[src/rtl/fib_rr_sched.sv]
// Round-robin scheduler sharing one Fibonacci engine between NUM_REQ requesters.
// One transaction is in flight at a time: IDLE arbitrates, ISSUE pulses go,
// WAIT watches for done under a watchdog, RESP returns a one-cycle response.
module fib_rr_sched #(
    parameter int NUM_REQ        = 4,
    parameter int INPUT_WIDTH    = 6,
    parameter int OUTPUT_WIDTH   = 32,
    parameter int TIMEOUT_CYCLES = 256
) (
    input  logic                           clk,
    input  logic                           rst,
    input  logic [NUM_REQ-1:0]             req_valid,
    input  logic [NUM_REQ*INPUT_WIDTH-1:0] req_n,
    output logic [NUM_REQ-1:0]             rsp_valid,
    output logic [OUTPUT_WIDTH-1:0]        rsp_result,
    output logic                           rsp_overflow,
    output logic                           rsp_timeout,
    output logic                           busy,
    output logic                           go,
    output logic [INPUT_WIDTH-1:0]         n,
    input  logic                           done,
    input  logic [OUTPUT_WIDTH-1:0]        result,
    input  logic                           overflow
);

    localparam int ID_W  = $clog2(NUM_REQ);
    localparam int CNT_W = $clog2(TIMEOUT_CYCLES);

    localparam logic [ID_W-1:0]  LAST_ID  = ID_W'(NUM_REQ - 1);
    localparam logic [CNT_W-1:0] CNT_LAST = CNT_W'(TIMEOUT_CYCLES - 1);

    localparam logic [1:0] ST_IDLE  = 2'd0;
    localparam logic [1:0] ST_ISSUE = 2'd1;
    localparam logic [1:0] ST_WAIT  = 2'd2;
    localparam logic [1:0] ST_RESP  = 2'd3;

    logic [1:0]              state_q, state_d;
    logic [ID_W-1:0]         ptr_q, ptr_d;
    logic [ID_W-1:0]         winner_q, winner_d;
    logic [INPUT_WIDTH-1:0]  n_q, n_d;
    logic [CNT_W-1:0]        cnt_q, cnt_d;
    logic [OUTPUT_WIDTH-1:0] cap_result_q, cap_result_d;
    logic                    cap_overflow_q, cap_overflow_d;
    logic                    cap_timeout_q, cap_timeout_d;

    logic                    grant_found;
    logic [ID_W-1:0]         grant_id;
    int unsigned             scan_idx;
    logic [ID_W-1:0]         scan_id;

    logic [INPUT_WIDTH-1:0]  req_n_arr [NUM_REQ];

    for (genvar gi = 0; gi < NUM_REQ; gi++) begin : g_unpack
        assign req_n_arr[gi] = req_n[gi*INPUT_WIDTH +: INPUT_WIDTH];
    end

    // Round-robin pick: first pending requester at or above ptr, wrapping around.
    always_comb begin
        grant_found = 1'b0;
        grant_id    = '0;
        scan_idx    = 0;
        scan_id     = '0;
        for (int k = 0; k < NUM_REQ; k++) begin
            scan_idx = 32'(ptr_q) + 32'(k);
            if (scan_idx >= NUM_REQ) begin
                scan_idx = scan_idx - NUM_REQ;
            end
            scan_id = ID_W'(scan_idx);
            if (!grant_found && req_valid[scan_id]) begin
                grant_found = 1'b1;
                grant_id    = scan_id;
            end
        end
    end

    // Next-state logic for the FSM, pointer, operand latch, watchdog and capture.
    always_comb begin
        state_d        = state_q;
        ptr_d          = ptr_q;
        winner_d       = winner_q;
        n_d            = n_q;
        cnt_d          = cnt_q;
        cap_result_d   = cap_result_q;
        cap_overflow_d = cap_overflow_q;
        cap_timeout_d  = cap_timeout_q;
        case (state_q)
            ST_IDLE: begin
                if (grant_found) begin
                    winner_d = grant_id;
                    n_d      = req_n_arr[grant_id];
                    ptr_d    = (grant_id == LAST_ID) ? '0 : grant_id + 1'b1;
                    state_d  = ST_ISSUE;
                end
            end
            ST_ISSUE: begin
                cnt_d   = '0;
                state_d = ST_WAIT;
            end
            ST_WAIT: begin
                if (done) begin
                    cap_result_d   = result;
                    cap_overflow_d = overflow;
                    cap_timeout_d  = 1'b0;
                    state_d        = ST_RESP;
                end else if (cnt_q == CNT_LAST) begin
                    // Watchdog expired: report an aborted, zero-valued response.
                    cap_result_d   = '0;
                    cap_overflow_d = 1'b0;
                    cap_timeout_d  = 1'b1;
                    state_d        = ST_RESP;
                end else begin
                    cnt_d = cnt_q + 1'b1;
                end
            end
            ST_RESP: begin
                state_d = ST_IDLE;
            end
            default: begin
                state_d = ST_IDLE;
            end
        endcase
    end

    // State registers; reset drops any in-flight transaction without a response.
    always_ff @(posedge clk or posedge rst) begin
        if (rst) begin
            state_q        <= ST_IDLE;
            ptr_q          <= '0;
            winner_q       <= '0;
            n_q            <= '0;
            cnt_q          <= '0;
            cap_result_q   <= '0;
            cap_overflow_q <= 1'b0;
            cap_timeout_q  <= 1'b0;
        end else begin
            state_q        <= state_d;
            ptr_q          <= ptr_d;
            winner_q       <= winner_d;
            n_q            <= n_d;
            cnt_q          <= cnt_d;
            cap_result_q   <= cap_result_d;
            cap_overflow_q <= cap_overflow_d;
            cap_timeout_q  <= cap_timeout_d;
        end
    end

    // Outputs decode from registered state so reset clears them immediately.
    always_comb begin
        rsp_valid    = '0;
        rsp_result   = '0;
        rsp_overflow = 1'b0;
        rsp_timeout  = 1'b0;
        busy         = (state_q != ST_IDLE);
        go           = (state_q == ST_ISSUE);
        n            = n_q;
        if (state_q == ST_RESP) begin
            for (int i = 0; i < NUM_REQ; i++) begin
                rsp_valid[i] = (winner_q == ID_W'(i));
            end
            rsp_result   = cap_result_q;
            rsp_overflow = cap_overflow_q;
            rsp_timeout  = cap_timeout_q;
        end
    end

endmodule

[config.mk]
export PLATFORM = sky130hd
export DESIGN_NAME = fib_rr_sched
export DESIGN_NICKNAME = d
export VERILOG_FILES = /design/src/rtl/fib_rr_sched.sv
export SDC_FILE = /design/constraint.sdc
export NUM_CORES = 1
export LEC_CHECK = 0
export ABC_AREA = 1
export CORE_MARGIN = 4
export CORE_UTILIZATION = 37
export CTS_BUF_LIST = sky130_fd_sc_hd__clkbuf_4
export DETAILED_ROUTE_END_ITERATION = 10
export GPL_ROUTABILITY_DRIVEN = 0
export MAX_ROUTING_LAYER = met4
export PLACE_DENSITY = 0.68
export SYNTH_ARGS = -nofsm -noshare
export SYNTH_HDL_FRONTEND = slang
export SYNTH_SLANG_ARGS = --single-unit
[constraint.sdc]
create_clock -name clk -period 2.01 [get_ports clk]
set_input_delay 0.3015 -clock clk [delete_from_list [all_inputs] [get_ports clk]]
set_output_delay 0.3015 -clock clk [all_outputs]
set_load 0.05 [all_outputs]
* Word level (Yosys, flattened, before mapping)
Cells that the tools add are included.
W data, S select, Z words.
** Word-level totals
- Register bits :: 54
- Output and inout bits :: 46
** Operators by class
- Reduce and logical (&&, ||, !) cells :: 15
- $lt $le $gt $ge :: 9
- Mux-type cells :: 41
- Eq/ne operators :: 12
- Bitwise gates (word level) :: 1
- Add/sub/neg operators :: 9
** Operators by type and width (count)
- $mux W32 :: 3
- $mux W2 :: 12
- $mux W8 :: 2
- $pmux W8 S2 :: 1
- $mux W1 :: 14
- $bmux W6 S2 :: 1
- $ge A3 B3 Y1 const B :: 4
- $lt A2 B3 Y1 const B :: 4
- $mux W6 :: 2
- $eq A2 B2 Y1 const B :: 5
- $add A8 B1 Y8 const B :: 1
- $bmux W1 S2 :: 4
- $eq A8 B8 Y1 const B :: 1
- $pmux W2 S4 :: 1
- $sub A2 B1 Y2 const B :: 4
- $add A2 B2 Y3 const B :: 2
- $ne A2 B2 Y1 const B :: 3
- $reduce_and A2 Y1 :: 3
- $reduce_bool A2 Y1 :: 3
- $eq A2 B1 Y1 const B :: 2
- $logic_not A2 Y1 :: 2
- $mux W4 :: 1
- $add A2 B1 Y3 const B :: 1
- $ge A2 B3 Y1 const B :: 1
- 6 further kinds :: 10

* Longest topological paths before layout
- Word-level depth :: 18
- Gate-level depth with buffers :: 15
- Depth with buffers taken out :: 14

* Worst setup path after synthesis
No wires, ideal clock.
- Kind :: register -> output
- Start point :: register state_q[0]
- End point :: output port rsp_valid[0]
- Arrival time :: 1883 ps
- Cell stages (with the launch flop) :: 5
- Path slack :: -174 ps
- Buffers on the path :: 1
- Cell sequence :: dfrtp_1 ha_1 clkbuf_1 inv_1 nor3_1
** Between the ends
- Cells in the longest elaborated chain, start to end :: 2
** RTL lines
- start, declared :: line 37 : logic [1:0] state_q, state_d;
- start signal, assigned :: line 136 : state_q <= state_d;
- $eq A2 B2 Y1 :: line 156 : if (state_q == ST_RESP) begin
- $mux W4 :: line 156
- end, declared :: line 14 : output logic [NUM_REQ-1:0] rsp_valid,
No other way between the ends.

* Final worst setup path
- Start point :: register state_q[0]
- End point :: output port rsp_valid[1]
Same word-level chain as after synthesis.

==> results.sh <==
export IMPL_fin_area_um2=4852
export IMPL_cp_cell_sequence="ha_2 -> inv_1 -> nor3_1 -> buf_12"
export IMPL_remaining_drc_errors=0
export IMPL_post_route_period_util_pct=95.13
export IMPL_critPathCaptureType="output pin"
export IMPL_final_cell_mix="nand2_1, clkdlybuf4s50_1, inv_1, nand3_1, dfrtp_1"
export IMPL_drt_pass1_iter_count=4
export IMPL_numCtsBuffers=5
export IMPL_wl_um=8373
export IMPL_avgSynthCellArea_um2=6.968
export IMPL_clk_pin_slew_ns=0.14
export IMPL_syn_inst=450
export IMPL_syn_cell_area_um2=3136
export IMPL_p_leak_nw=2.611
export IMPL_initial_utilization_pct=38.16
export IMPL_critPathRequiredTime_ns=1.71
export IMPL_critical_path_class="flop to output pin"
export IMPL_via_per_inst=4.584
export IMPL_grt_util_all_layers_pct=17.55
export IMPL_layout_min_cycle_time_ns=1.912
export IMPL_finalSetupViolCount=0
export IMPL_holdCritPathClass="input port to asynchronous set/reset pin"
export IMPL_max_slew_margin_pct=65.18
export IMPL_power_density_nw_per_um2=1576
export IMPL_grt_pass1_wl_um=14100
export IMPL_antenna_found_initial=0
export IMPL_wl_per_cell_um=12.63
export IMPL_drt_iter0_drc=98
export IMPL_start_kind="flop"
export IMPL_fillerInstances=737
export IMPL_n_antenna_cell=0
export IMPL_path_delay_family="flip-flops"
export IMPL_worst_slack_ns=0.09795
export IMPL_yosysWarnings=0
export IMPL_clock_fmax_mhz=523.0
export IMPL_cpMaxStageDelayCell="dfrtp_1"
export IMPL_htree_levels=2
export IMPL_path_buf_inv=2
export IMPL_rsz0062_at_grt="false"
export IMPL_placed_cells=655
export IMPL_tritoncts="yes"
export IMPL_clockBufferDepth=2
export IMPL_drv_slew=0
export IMPL_tightestPinTransition_ns=0.5207
export IMPL_die_w_um=100.1
export IMPL_ys_seq_elements=54
export IMPL_cts_root_buf="clkbuf_4"
export IMPL_grt_max_degree=52
export IMPL_pin_count=110
export IMPL_grt_pass1_vias=3096
export IMPL_hold_violations=0
export IMPL_run_status="finished clean"
export IMPL_fp_dieH_um=100.1
export IMPL_placement_rows=33
export IMPL_area_growth_pct=54.75
export IMPL_max_stage_delay_ns=0.44
export IMPL_worst_skew_pair_late_latency_ns=0.37
export IMPL_fin_setup_tns_ns=0
export IMPL_holdWs_ns=0.09984
export IMPL_pre_cts_slack_ns=-0.05516
export IMPL_dieArea_um2=10010
export IMPL_seq_area_frac_synth_pct=43.10
export IMPL_crit_fanout=4
export IMPL_portBuffers=109
export IMPL_place_area_um2=4748
export IMPL_final_common_cell="nand2_1"
export IMPL_ant_nets=0
export IMPL_grt_overflow_total=0
export IMPL_peakVddDrop_mv=0.6127
export IMPL_post_dp_hpwl_um=6169
export IMPL_layout_drive_gt1_share_pct=15.41
export IMPL_instances_no_fill=663
export IMPL_nets=628
export IMPL_cap_violations=0
export IMPL_worstPathArrival_ns=1.61
export IMPL_coreArea_um2=8217
export IMPL_skew_ns=0.01455
export IMPL_num_vias=3039
export IMPL_syn_num_nets=520
export IMPL_synth_cell_type_count=29
export IMPL_clock_sinks=54
## power by group
| group | total (mW) | internal, mW | switching, mW |
|---|---|---|---|
| Combinational | 5.32 | 2.06 | 3.27 |
| Sequential | 1.85 | 1.55 | 0.295 |
| Clock | 0.476 | 0.145 | 0.331 |
| Total | 7.65 | 3.75 | 3.89 |
## worst register-to-register path, delay by kind of cell (launching register included)
kind	cells	cell delay [ns]
buffers and inverters	3	0.31
DFF	1	0.42
and+or+nand+nor	10	1.01
## cells in the mapped netlist, drive strengths merged
master / number / area (um2)
dfrtp: 54 / 1351
a211oi: 2 / 15.01
ha: 6 / 75.07
inv: 70 / 270.3
nand3: 57 / 315.3
nor3: 4 / 20.02
clkbuf: 13 / 48.80
nor3b: 1 / 7.510
o22ai: 2 / 12.51
o21bai: 2 / 15.01
nor2: 17 / 85.08
a21oi: 7 / 35.03
buf: 5 / 41.29
o21ai: 6 / 30.02
nand2: 199 / 779.5
xnor2: 1 / 8.760
nand4: 4 / 25.02
## registers in the layout (all words and copies together) (netlist names)
register / count
cap_overflow_q: 1
state_q: 2
cnt_q: 8
cap_result_q: 32
cap_timeout_q: 1
ptr_q: 2
n: 6
winner_q: 2
## layer usage
metal  track usage [%]  vias to the layer above  share of wire (%)  routed length, um
met1             21.41                     1357                 44               3660
met2             28.63                       95                 46               3819
met5                 -                        -                  0                  0
met3             6.115                        8                9.8                822
li1                  -                     1579                  -                  -
met4             3.109                        0               0.85                 71
## final timing paths
kind | start | endpoint | slack, ns | cells past startpoint
setup / recovery | state_q[0] | rsp_valid[1] | 0.1 | 4
hold / removal | rst | n[1] | 0.1 | 2
setup reg to reg | ptr_q[0] | n[1] | 0.19 | 13
hold reg to reg | cap_result_q[13] | cap_result_q[13] | 0.49 | 2
max in group asynchronous | rst | cnt_q[0] | 1.44 | 3
min in group clk | result[18] | cap_result_q[18] | 0.45 | 3
## area by class of cell
type	count	area, um2	share of cell area [%]
Clock buffer	6	45.04	0.9283
Tap cell	105	131.4	2.708
Inverter	70	272.8	5.621
Multi-Input combinational cell	308	1453	29.94
Timing Repair Buffer	119	1592	32.80
Sequential cell	54	1351	27.85
Clock inverter	1	7.507	0.1547
## kinds of logic after synthesis
kind of cell	after synthesis	share of synthesized area [%]
compound gates	19	3.431
xor+xnor	1	0.2794
simple gates	282	39.31
buf+inv	88	11.49
flops	54	43.10
fa+ha+maj	6	2.394
## metrics by stage
stage,utilization (%),power (mW)
final,59.05,7.647
after global routing,59.05,8.297
after CTS,58.47,7.627
after detailed placement,57.79,7.126
after global placement,57.79,7.007
after floorplan,-,5.264
## repair_timing
action	4_1_cts	5_1_grt
setup endpoints to repair	34	43
pin swaps	0	0
buffers inserted	0	1
cloned	0	0
gates resized for setup	1	10
hold buffers	0	0
Note: power is estimated with default switching activity, not from simulation.
